File: src/rtl/split_sample_gen.sv
// Candidate generator for a split_N constraint checker: proposes Galois-LFSR values one
// per cycle and hands the first value the checker accepts out through a valid/ready port.
module split_sample_gen #(
    parameter int               WIDTH     = 13,
    parameter logic [WIDTH-1:0] SEED      = 13'h0001,
    parameter logic [WIDTH-1:0] TAPS      = 13'h100D,
    parameter int               MAX_TRIES = 64,
    localparam int              TW        = $clog2(MAX_TRIES + 1)
) (
    input  logic             clk,
    input  logic             rst,
    input  logic             start,
    output logic [WIDTH-1:0] cand,
    output logic             cand_valid,
    input  logic             chk_sat,
    output logic [WIDTH-1:0] out_data,
    output logic             out_valid,
    input  logic             out_ready,
    output logic             fail,
    output logic             busy,
    output logic [TW-1:0]    tries
);

    // An all-zero seed would lock the LFSR at zero, so it is replaced by 1.
    localparam logic [WIDTH-1:0] SEED_INIT = (SEED == '0) ? WIDTH'(1) : SEED;
    localparam logic [TW-1:0]    TRIES_MAX = TW'(MAX_TRIES);

    typedef enum logic [1:0] {
        ST_IDLE,
        ST_PROPOSE,
        ST_HOLD
    } state_t;

    state_t           state_q, state_d;
    logic [WIDTH-1:0] lfsr_q, lfsr_d;
    logic [WIDTH-1:0] out_data_q, out_data_d;
    logic [TW-1:0]    tries_q, tries_d;
    logic             fail_q, fail_d;
    logic [TW-1:0]    tries_inc;

    function automatic logic [WIDTH-1:0] lfsr_step(input logic [WIDTH-1:0] v);
        return {v[WIDTH-2:0], 1'b0} ^ (v[WIDTH-1] ? TAPS : '0);
    endfunction

    assign tries_inc = tries_q + TW'(1);

    always_comb begin
        state_d    = state_q;
        lfsr_d     = lfsr_q;
        out_data_d = out_data_q;
        tries_d    = tries_q;
        fail_d     = 1'b0;
        case (state_q)
            ST_IDLE: begin
                if (start) begin
                    tries_d = '0;
                    state_d = ST_PROPOSE;
                end
            end
            ST_PROPOSE: begin
                tries_d = tries_inc;
                if (chk_sat) begin
                    // Keep the accepted value in the LFSR; it advances on hand-off.
                    out_data_d = lfsr_q;
                    state_d    = ST_HOLD;
                end else begin
                    lfsr_d = lfsr_step(lfsr_q);
                    if (tries_inc == TRIES_MAX) begin
                        fail_d  = 1'b1;
                        state_d = ST_IDLE;
                    end
                end
            end
            ST_HOLD: begin
                if (out_ready) begin
                    lfsr_d  = lfsr_step(lfsr_q);
                    state_d = ST_IDLE;
                end
            end
            default: state_d = ST_IDLE;
        endcase
    end

    always_ff @(posedge clk) begin
        if (rst) begin
            state_q    <= ST_IDLE;
            lfsr_q     <= SEED_INIT;
            out_data_q <= '0;
            tries_q    <= '0;
            fail_q     <= 1'b0;
        end else begin
            state_q    <= state_d;
            lfsr_q     <= lfsr_d;
            out_data_q <= out_data_d;
            tries_q    <= tries_d;
            fail_q     <= fail_d;
        end
    end

    assign cand       = lfsr_q;
    assign cand_valid = (state_q == ST_PROPOSE);
    assign out_valid  = (state_q == ST_HOLD);
    assign busy       = (state_q != ST_IDLE);
    assign out_data   = out_data_q;
    assign tries      = tries_q;
    assign fail       = fail_q;

endmodule

File: config.mk
export PLATFORM = sky130hd
export DESIGN_NAME = split_sample_gen
export DESIGN_NICKNAME = d
export VERILOG_FILES = /design/src/rtl/split_sample_gen.sv
export SDC_FILE = /design/constraint.sdc
export NUM_CORES = 1
export LEC_CHECK = 0
export ABC_AREA = 0
export BUFFER_PORTS_ARGS = -buffer_cell sky130_fd_sc_hd__buf_2
export CAP_MARGIN = 20
export CORE_MARGIN = 2
export CORE_UTILIZATION = 55
export DETAILED_ROUTE_END_ITERATION = 7
export PLACE_DENSITY = 0.83
export RECOVER_POWER = 25
export SLEW_MARGIN = 20
export SYNTH_ARGS = -nofsm -noshare
export SYNTH_HDL_FRONTEND = slang
export SYNTH_SLANG_ARGS = --single-unit
File: constraint.sdc
create_clock -name clk -period 2.5 [get_ports clk]
set_input_delay 0.125 -clock clk [delete_from_list [all_inputs] [get_ports clk]]
set_output_delay 0.125 -clock clk [all_outputs]
set_load 0.03 [all_outputs]
==> results of run 1 <==
sequential cells by signal, indices dropped and copies added (netlist names):
signal / flops
tries: 7
fail: 1
state_q: 2
out_data: 13
cand: 13
through the flow:
stage / setup WS (ns) / total power, mW
final: 0.797 / 1.16
after global routing: 0.632 / 1.20
after CTS: 0.807 / 1.16
after detailed placement: 0.819 / 0.710
after global placement: 0.876 / 0.708
after floorplan: 0.708 / 0.686
cells by family (layout without fill, tap and decap cells):
logic type      count (synthesis)  count (layout)
xor+xnor                        3               3
mux                             2               2
compound gates                 47              47
flops                          36              36
buf+inv                        22              53
simple gates                   85              85
fa+ha+maj                       2               2
cell type report:
| class | count | area (µm²) | share of cell area |
|---|---|---|---|
| Clock buffer | 7 | 65.1 | 0.0365 |
| Inverter | 3 | 11.3 | 0.00632 |
| Tap cell | 31 | 38.8 | 0.0218 |
| Timing Repair Buffer | 42 | 190 | 0.107 |
| Clock inverter | 1 | 30.0 | 0.0169 |
| Multi-Input combinational cell | 139 | 724 | 0.407 |
| Sequential cell | 36 | 721 | 0.405 |
worst max path at each step:
stage                               start  depth (start not counted)  slack, ns                       to
floorplan           tries[0]$_SDFFE_PP0P_                          5       0.71  state_q[0]$_SDFFE_PP0P_
global placement    tries[0]$_SDFFE_PP0P_                          5       0.88  state_q[0]$_SDFFE_PP0P_
detailed placement  tries[0]$_SDFFE_PP0P_                          5       0.82  state_q[0]$_SDFFE_PP0P_
CTS                 tries[0]$_SDFFE_PP0P_                          5       0.81  state_q[0]$_SDFFE_PP0P_
global route        tries[0]$_SDFFE_PP0P_                          5       0.63  state_q[0]$_SDFFE_PP0P_
finish              tries[0]$_SDFFE_PP0P_                          5       0.80  state_q[0]$_SDFFE_PP0P_
worst register-to-register path, stage by stage (launching register included):
cell and delay [ns]:
sky130_fd_sc_hd__dfxtp_1 0.48, sky130_fd_sc_hd__ha_1 0.26, sky130_fd_sc_hd__nand3_1 0.19, sky130_fd_sc_hd__nor3_1 0.26
sky130_fd_sc_hd__o22ai_1 0.14, sky130_fd_sc_hd__o31a_1 0.29
cell usage in the layout, fill, tap and decap left out, types with 2 or more instances in the layout:
master	n
sky130_fd_sc_hd__a22oi_1	2
sky130_fd_sc_hd__nor2_1	8
sky130_fd_sc_hd__a211oi_1	2
sky130_fd_sc_hd__xnor2_1	3
sky130_fd_sc_hd__clkbuf_8	2
sky130_fd_sc_hd__nand2_1	56
sky130_fd_sc_hd__o31a_1	2
sky130_fd_sc_hd__o21a_1	3
sky130_fd_sc_hd__ha_1	2
sky130_fd_sc_hd__buf_2	23
sky130_fd_sc_hd__nor3_1	5
sky130_fd_sc_hd__clkbuf_1	18
sky130_fd_sc_hd__and2_1	2
sky130_fd_sc_hd__a21oi_1	29
sky130_fd_sc_hd__dfxtp_1	36
sky130_fd_sc_hd__clkbuf_4	5
sky130_fd_sc_hd__o21ai_0	5
sky130_fd_sc_hd__inv_1	3
sky130_fd_sc_hd__nand3_1	4
power by group:
| group | switching, mW | internal, mW | total (mW) | leakage, nW |
|---|---|---|---|---|
| combinational | 0.0695 | 0.0282 | 0.0977 | 0.336 |
| sequential | 0.0138 | 0.584 | 0.597 | 0.291 |
| clock | 0.195 | 0.265 | 0.461 | 0.0515 |
per-layer routing:
layer,GRT usage,vias to the layer above
li1,-,711
met1,0.268,640
met2,0.331,34
met3,0.0726,6
met4,0.0897,0
met5,0,-
==> qor_table.md, run 1 <==
| Result | This run | Unit |
| --- | --- | --- |
| Origin of the critical flop-to-flop path | tries[0]$_SDFFE_PP0P_ | - |
| Netlist area before placement | 1570 | µm² |
| Insertion delay to the later sink of the worst-skew pair | 0.35 | ns |
| Final min period | 1.70 | ns |
| Clock buffer count from CTS | 5 | - |
| Crit path max fanout | 8 | - |
| Number of violations reported at the end of detailed-routing iteration 0 | 70 | - |
| Xor/xnor share of the synthesized area | 0.0167 | - |
| Arrival @ worst endpoint | 1.95 | ns |
| Average instance area after synthesis | 7.99 | µm² |
| Cell-by-cell trace of the critical path | ha_1 > nand3_1 > nor3_1 > o22ai_1 > o31a_1 | - |
| Simple-gate portion of the synthesized area | 0.243 | - |
| Hold path depth | 3 | - |
| Hold wc startpoint | out_ready | - |
| Post-detailed-route DRC marker count | 0 | - |
| Slowest cell on crit path | sky130_fd_sc_hd__dfxtp_1 | - |
| Final setup violation count | 0 | - |
| End of the worst hold path | state_q[1]$_SDFFE_PP0P_ | - |
| Final cell area excluding filler cells | 1780 | µm² |
| Post-detailed-placement half-perimeter wirelength | 2160 | µm |
| Largest family of logic cells by synthesized area | simple AND/OR/NAND/NOR gates | - |
| Met1 WL | 1460 | µm |
| Worst Setup End Kind | flip-flop | - |
| Wire length of the first global-routing pass | 5340 | µm |
| Hold Vio Cnt, Final | 0 | - |
| Cells after synthesis | 197 | - |
| Met2 wire len | 1500 | µm |
| Post-detailed-route wirelength per cell | 12.3 | µm |
| Share of post-route cells with drive strength above 1 | 0.167 | - |
| Maximum number of pins on one net before global-route repair | 36 | - |
| CP Data Required Time | 2.75 | ns |
| Standby leakage power | 0.678 | nW |
| Number of clock sinks | 36 | - |
| Yosys top cell area share | 0.458 | - |
| Die Width | 57.5 | µm |
| Power density over the cells | 649 | nW/µm² |
| Met3 wirelength from detailed routing | 188 | µm |
| Portion of netlist area occupied by mux cells | 0.0135 | - |
| Post-CTS resize count | 0 | - |
| Adder and majority cell fraction of the synthesized area | 0.0159 | - |
| Summed negative setup slack over all endpoints | 0 | ns |
| Non-filler instance count after layout | 259 | - |
| Post CTS Setup Buffer Count | 0 | - |
| Worst setup SP type | flip-flop | - |
| Die Y | 57.5 | µm |
| Final global-route overflow total | 0 | - |
| Primary FF master, synth | sky130_fd_sc_hd__dfxtp_1 | - |
| Cell with the most instances after synthesis | sky130_fd_sc_hd__nand2_1 | - |
| Reg2Reg Depth | 5 | - |
| Number of enable-type register cells in the synthesized netlist | 0 | - |
| Maximum level of the CTS H-tree | 2 | - |
| Fill cells | 269 | - |
| Flop-to-flop setup slack | 0.80 | ns |
| Critical path buffer and inverter count | 0 | - |
| Sequential fraction of the synthesis area | 0.458 | - |
| FMAX | 0.587 | GHz |
| DR vias | 1,391 | - |
| Remaining antenna violation count after routing | 0 | - |
| Clock tree from TritonCTS | yes | - |
| Global Route Usage Sum | 0.212 | - |
| Share of the clock period used by the worst path | 0.681 | - |
| Port Buffer Count | 41 | - |
| Worst hold slack | 0.0552 | ns |
| Hold crit path type | input port to flip-flop | - |
| Syn-to-layout area delta | 13.1 | % |
| Setup repair after global routing missed its margin | no | - |
| Share of async-settable or async-resettable flops after synthesis | 0 | - |
| ANT cells | 0 | - |
| Clock slew seen by the registers of the worst setup and hold paths | 0.11 | ns |
| Final number of max-transition violations | 0 | - |
| Detailed-router iteration count before antenna repair | 5 | - |
| Critical register-to-register path endpoint | state_q[0]$_SDFFE_PP0P_ | - |
| Number of max-cap violations | 0 | - |
| Post-synthesis cell type with the largest combined area | sky130_fd_sc_hd__dfxtp_1 | - |
| Number of buffers inserted for hold repair after clock tree synthesis | 0 | - |
| Std-Cell Core Area | 2730 | µm² |
| Slew at the pin with the worst max-slew slack | 0.622 | ns |
| Initial antenna violation count | 0 | - |
| Cell area after placement | 1710 | µm² |
| Post-synthesis net count | 204 | - |
| Placed cell count | 251 | - |
| Top cells by area, synth | sky130_fd_sc_hd__dfxtp_1, sky130_fd_sc_hd__nand2_1, sky130_fd_sc_hd__a21oi_1 | - |
| Crit path kind | flip-flop to flip-flop | - |
| Worst rel slew slack | 0.585 | - |
| CTS root buf | sky130_fd_sc_hd__clkbuf_4 | - |
| I/O pin count | 42 | - |
| Number of global-route vias before repair | 1,150 | - |
| Area of the die | 3310 | µm² |
| Worst clock skew | 0.00816 | ns |
| Number of nets in the final layout | 234 | - |
| Worst stage delay on the critical path | 0.48 | ns |
| Clk buf depth | 2 | - |
| Top cell types by occurrence after synthesis | sky130_fd_sc_hd__nand2_1, sky130_fd_sc_hd__dfxtp_1, sky130_fd_sc_hd__a21oi_1 | - |
| Yosys warning total | 0 | - |
| Weighted congestion at the end of routability-driven global placement | 0.740 | - |
| Count of distinct cell types in the synthesized netlist | 35 | - |
| Worst supply voltage drop on vdd | 0.484 | mV |
| Core occupancy in the finished layout | 0.651 | - |
| Gate family responsible for the most delay along the worst path | flip-flops | - |
| DR vias/cell | 5.37 | - |
| Synthesized-area fraction occupied by ao, oa, aoi and oai cells | 0.171 | - |
| Final wirelength | 3200 | µm |
| Row count | 19 | - |
| Highest Signal Layer | met4 | - |
| Result of the run | completed | - |
| Flip-flop and latch count after synthesis | 36 | - |
| Starting Density | 0.576 | - |
No activity file was read; power rests on OpenSTA's default activity.
==> run 2: changes to the inputs <==
Settings changed: CORE_UTILIZATION 55 to 51, PLACE_DENSITY 0.83 to 0.78.
Clock period 2.5 ns to 1.77 ns, I/O delays scaled along.
==> qor_table.md, run 2 (synthesis gave the netlist of run 1 again) <==
| Result | This run | Unit |
| --- | --- | --- |
| Result of the run | completed | - |
| Worst rel slew slack | 0.648 | - |
| Post-detailed-route DRC marker count | 0 | - |
| Hold wc startpoint | out_ready | - |
| Die Width | 59.6 | µm |
| CP Data Required Time | 2.01 | ns |
| Number of buffers inserted for hold repair after clock tree synthesis | 0 | - |
| Final global-route overflow total | 0 | - |
| I/O pin count | 42 | - |
| Critical register-to-register path endpoint | state_q[0]$_SDFFE_PP0P_ | - |
| Core occupancy in the finished layout | 0.596 | - |
| Share of post-route cells with drive strength above 1 | 0.182 | - |
| Number of violations reported at the end of detailed-routing iteration 0 | 39 | - |
| Insertion delay to the later sink of the worst-skew pair | 0.34 | ns |
| Post-CTS resize count | 0 | - |
| Clock buffer count from CTS | 5 | - |
| Area of the die | 3550 | µm² |
| Arrival @ worst endpoint | 1.85 | ns |
| Final wirelength | 3140 | µm |
| Summed negative setup slack over all endpoints | 0 | ns |
| Power density over the cells | 864 | nW/µm² |
| Worst Setup End Kind | flip-flop | - |
| End of the worst hold path | state_q[1]$_SDFFE_PP0P_ | - |
| Number of global-route vias before repair | 1,178 | - |
| Post CTS Setup Buffer Count | 0 | - |
| Share of the clock period used by the worst path | 0.910 | - |
| Number of clock sinks | 36 | - |
| Number of nets in the final layout | 237 | - |
| Row count | 20 | - |
| Number of max-cap violations | 0 | - |
| Standby leakage power | 0.682 | nW |
| Worst setup SP type | flip-flop | - |
| Std-Cell Core Area | 3000 | µm² |
| CTS root buf | sky130_fd_sc_hd__clkbuf_4 | - |
| Global Route Usage Sum | 0.197 | - |
| Origin of the critical flop-to-flop path | tries[0]$_SDFFE_PP0P_ | - |
| Syn-to-layout area delta | 13.7 | % |
| Maximum level of the CTS H-tree | 2 | - |
| Final number of max-transition violations | 0 | - |
| Die Y | 59.6 | µm |
| DR vias | 1,344 | - |
| Crit path kind | flip-flop to flip-flop | - |
| Final setup violation count | 0 | - |
| Remaining antenna violation count after routing | 0 | - |
| Clock tree from TritonCTS | yes | - |
| Most frequent standard cell in the layout excluding fill and tap cells | sky130_fd_sc_hd__nand2_1 | - |
| Hold crit path type | input port to flip-flop | - |
| Setup repair after global routing missed its margin | no | - |
| Post-detailed-route wirelength per cell | 11.9 | µm |
| Maximum number of pins on one net before global-route repair | 23 | - |
| Clock slew seen by the registers of the worst setup and hold paths | 0.10 | ns |
| Clk buf depth | 2 | - |
| Hold path depth | 3 | - |
| Final min period | 1.61 | ns |
| Initial antenna violation count | 0 | - |
| Post-detailed-placement half-perimeter wirelength | 2240 | µm |
| Starting Density | 0.524 | - |
| Highest-count cells in the layout ignoring fill and taps | sky130_fd_sc_hd__nand2_1, sky130_fd_sc_hd__dfxtp_1, sky130_fd_sc_hd__a21oi_1 | - |
| First element of the critical path | tries[0]$_SDFFE_PP0P_ | - |
| Flop-to-flop setup slack | 0.16 | ns |
| ANT cells | 0 | - |
| Wire length of the first global-routing pass | 5220 | µm |
| FMAX | 0.621 | GHz |
| Crit path max fanout | 8 | - |
| Hold Vio Cnt, Final | 0 | - |
| Slew at the pin with the worst max-slew slack | 0.527 | ns |
| Worst clock skew | 0.0149 | ns |
| Weighted congestion at the end of routability-driven global placement | 0.834 | - |
| Port Buffer Count | 41 | - |
| DR vias/cell | 5.09 | - |
| Reg2Reg Depth | 5 | - |
| Detailed-router iteration count before antenna repair | 4 | - |
| Worst supply voltage drop on vdd | 0.720 | mV |
run 2: cell types whose count changed in the layout (fill, tap and decap cells not counted):
cell and delta:
sky130_fd_sc_hd__dfxtp_1 -2, sky130_fd_sc_hd__dfxtp_2 +2, sky130_fd_sc_hd__buf_4 +3, sky130_fd_sc_hd__clkbuf_1 +1
sky130_fd_sc_hd__clkinv_2 +1, sky130_fd_sc_hd__clkbuf_8 -2
run 2: metal layers:
layer / vias up / GRT usage / wire length [µm]
li1: 713 / - / -
met1: 599 / 0.256 / 1520
met2: 26 / 0.295 / 1400
met3: 6 / 0.0721 / 157
met4: 0 / 0.0857 / 57
met5: - / 0 / 0
run 2: critical path: stages (launching register included):
cell and delay, ns:
sky130_fd_sc_hd__dfxtp_2 0.41, sky130_fd_sc_hd__ha_1 0.23, sky130_fd_sc_hd__nand3_1 0.19, sky130_fd_sc_hd__nor3_1 0.26, sky130_fd_sc_hd__o22ai_1 0.14, sky130_fd_sc_hd__o31a_1 0.29
run 2: area by class of cell:
cell class | instances | area (µm²)
fill | 295 | 1210
multi-input combinational | 139 | 724
sequential | 36 | 723
timing repair buffer | 45 | 213
clock buffer | 6 | 41.3
tap | 33 | 41.3
clock inverter | 2 | 35.0
inverter | 3 | 11.3
run 2: worst max path at each step:
stage,slack [ns],to,cells past startpoint
global placement,0.22,state_q[0]$_SDFFE_PP0P_,5
finish,0.16,state_q[0]$_SDFFE_PP0P_,5
floorplan,0.15,state_q[0]$_SDFFE_PP0P_,5
global route,0.007,cand[2]$_SDFFE_PP0P_,4
CTS,0.16,state_q[0]$_SDFFE_PP0P_,5
detailed placement,0.17,state_q[0]$_SDFFE_PP0P_,5
run 2: where the power goes:
group	internal [mW]	switching, mW	total (mW)	leakage [nW]
Clock	0.296	0.261	0.557	0.0422
Combinational	0.0447	0.0995	0.144	0.347
Sequential	0.825	0.0197	0.844	0.292
Total	1.17	0.380	1.55	0.682
run 2: through the flow:
stage                     instance area, µm²  hold slack [ns]  setup WS [ns]  total power, mW  cells
after floorplan                         1580            0.270          0.145            0.970    197
after global placement                  1740            0.403          0.219             1.01    256
after detailed placement                1740            0.395          0.167             1.01    256
after CTS                               1810           0.0263          0.157             1.57    264
after global routing                    1790           0.0329        0.00697             1.62    264
final                                   1790           0.0449          0.160             1.55    264
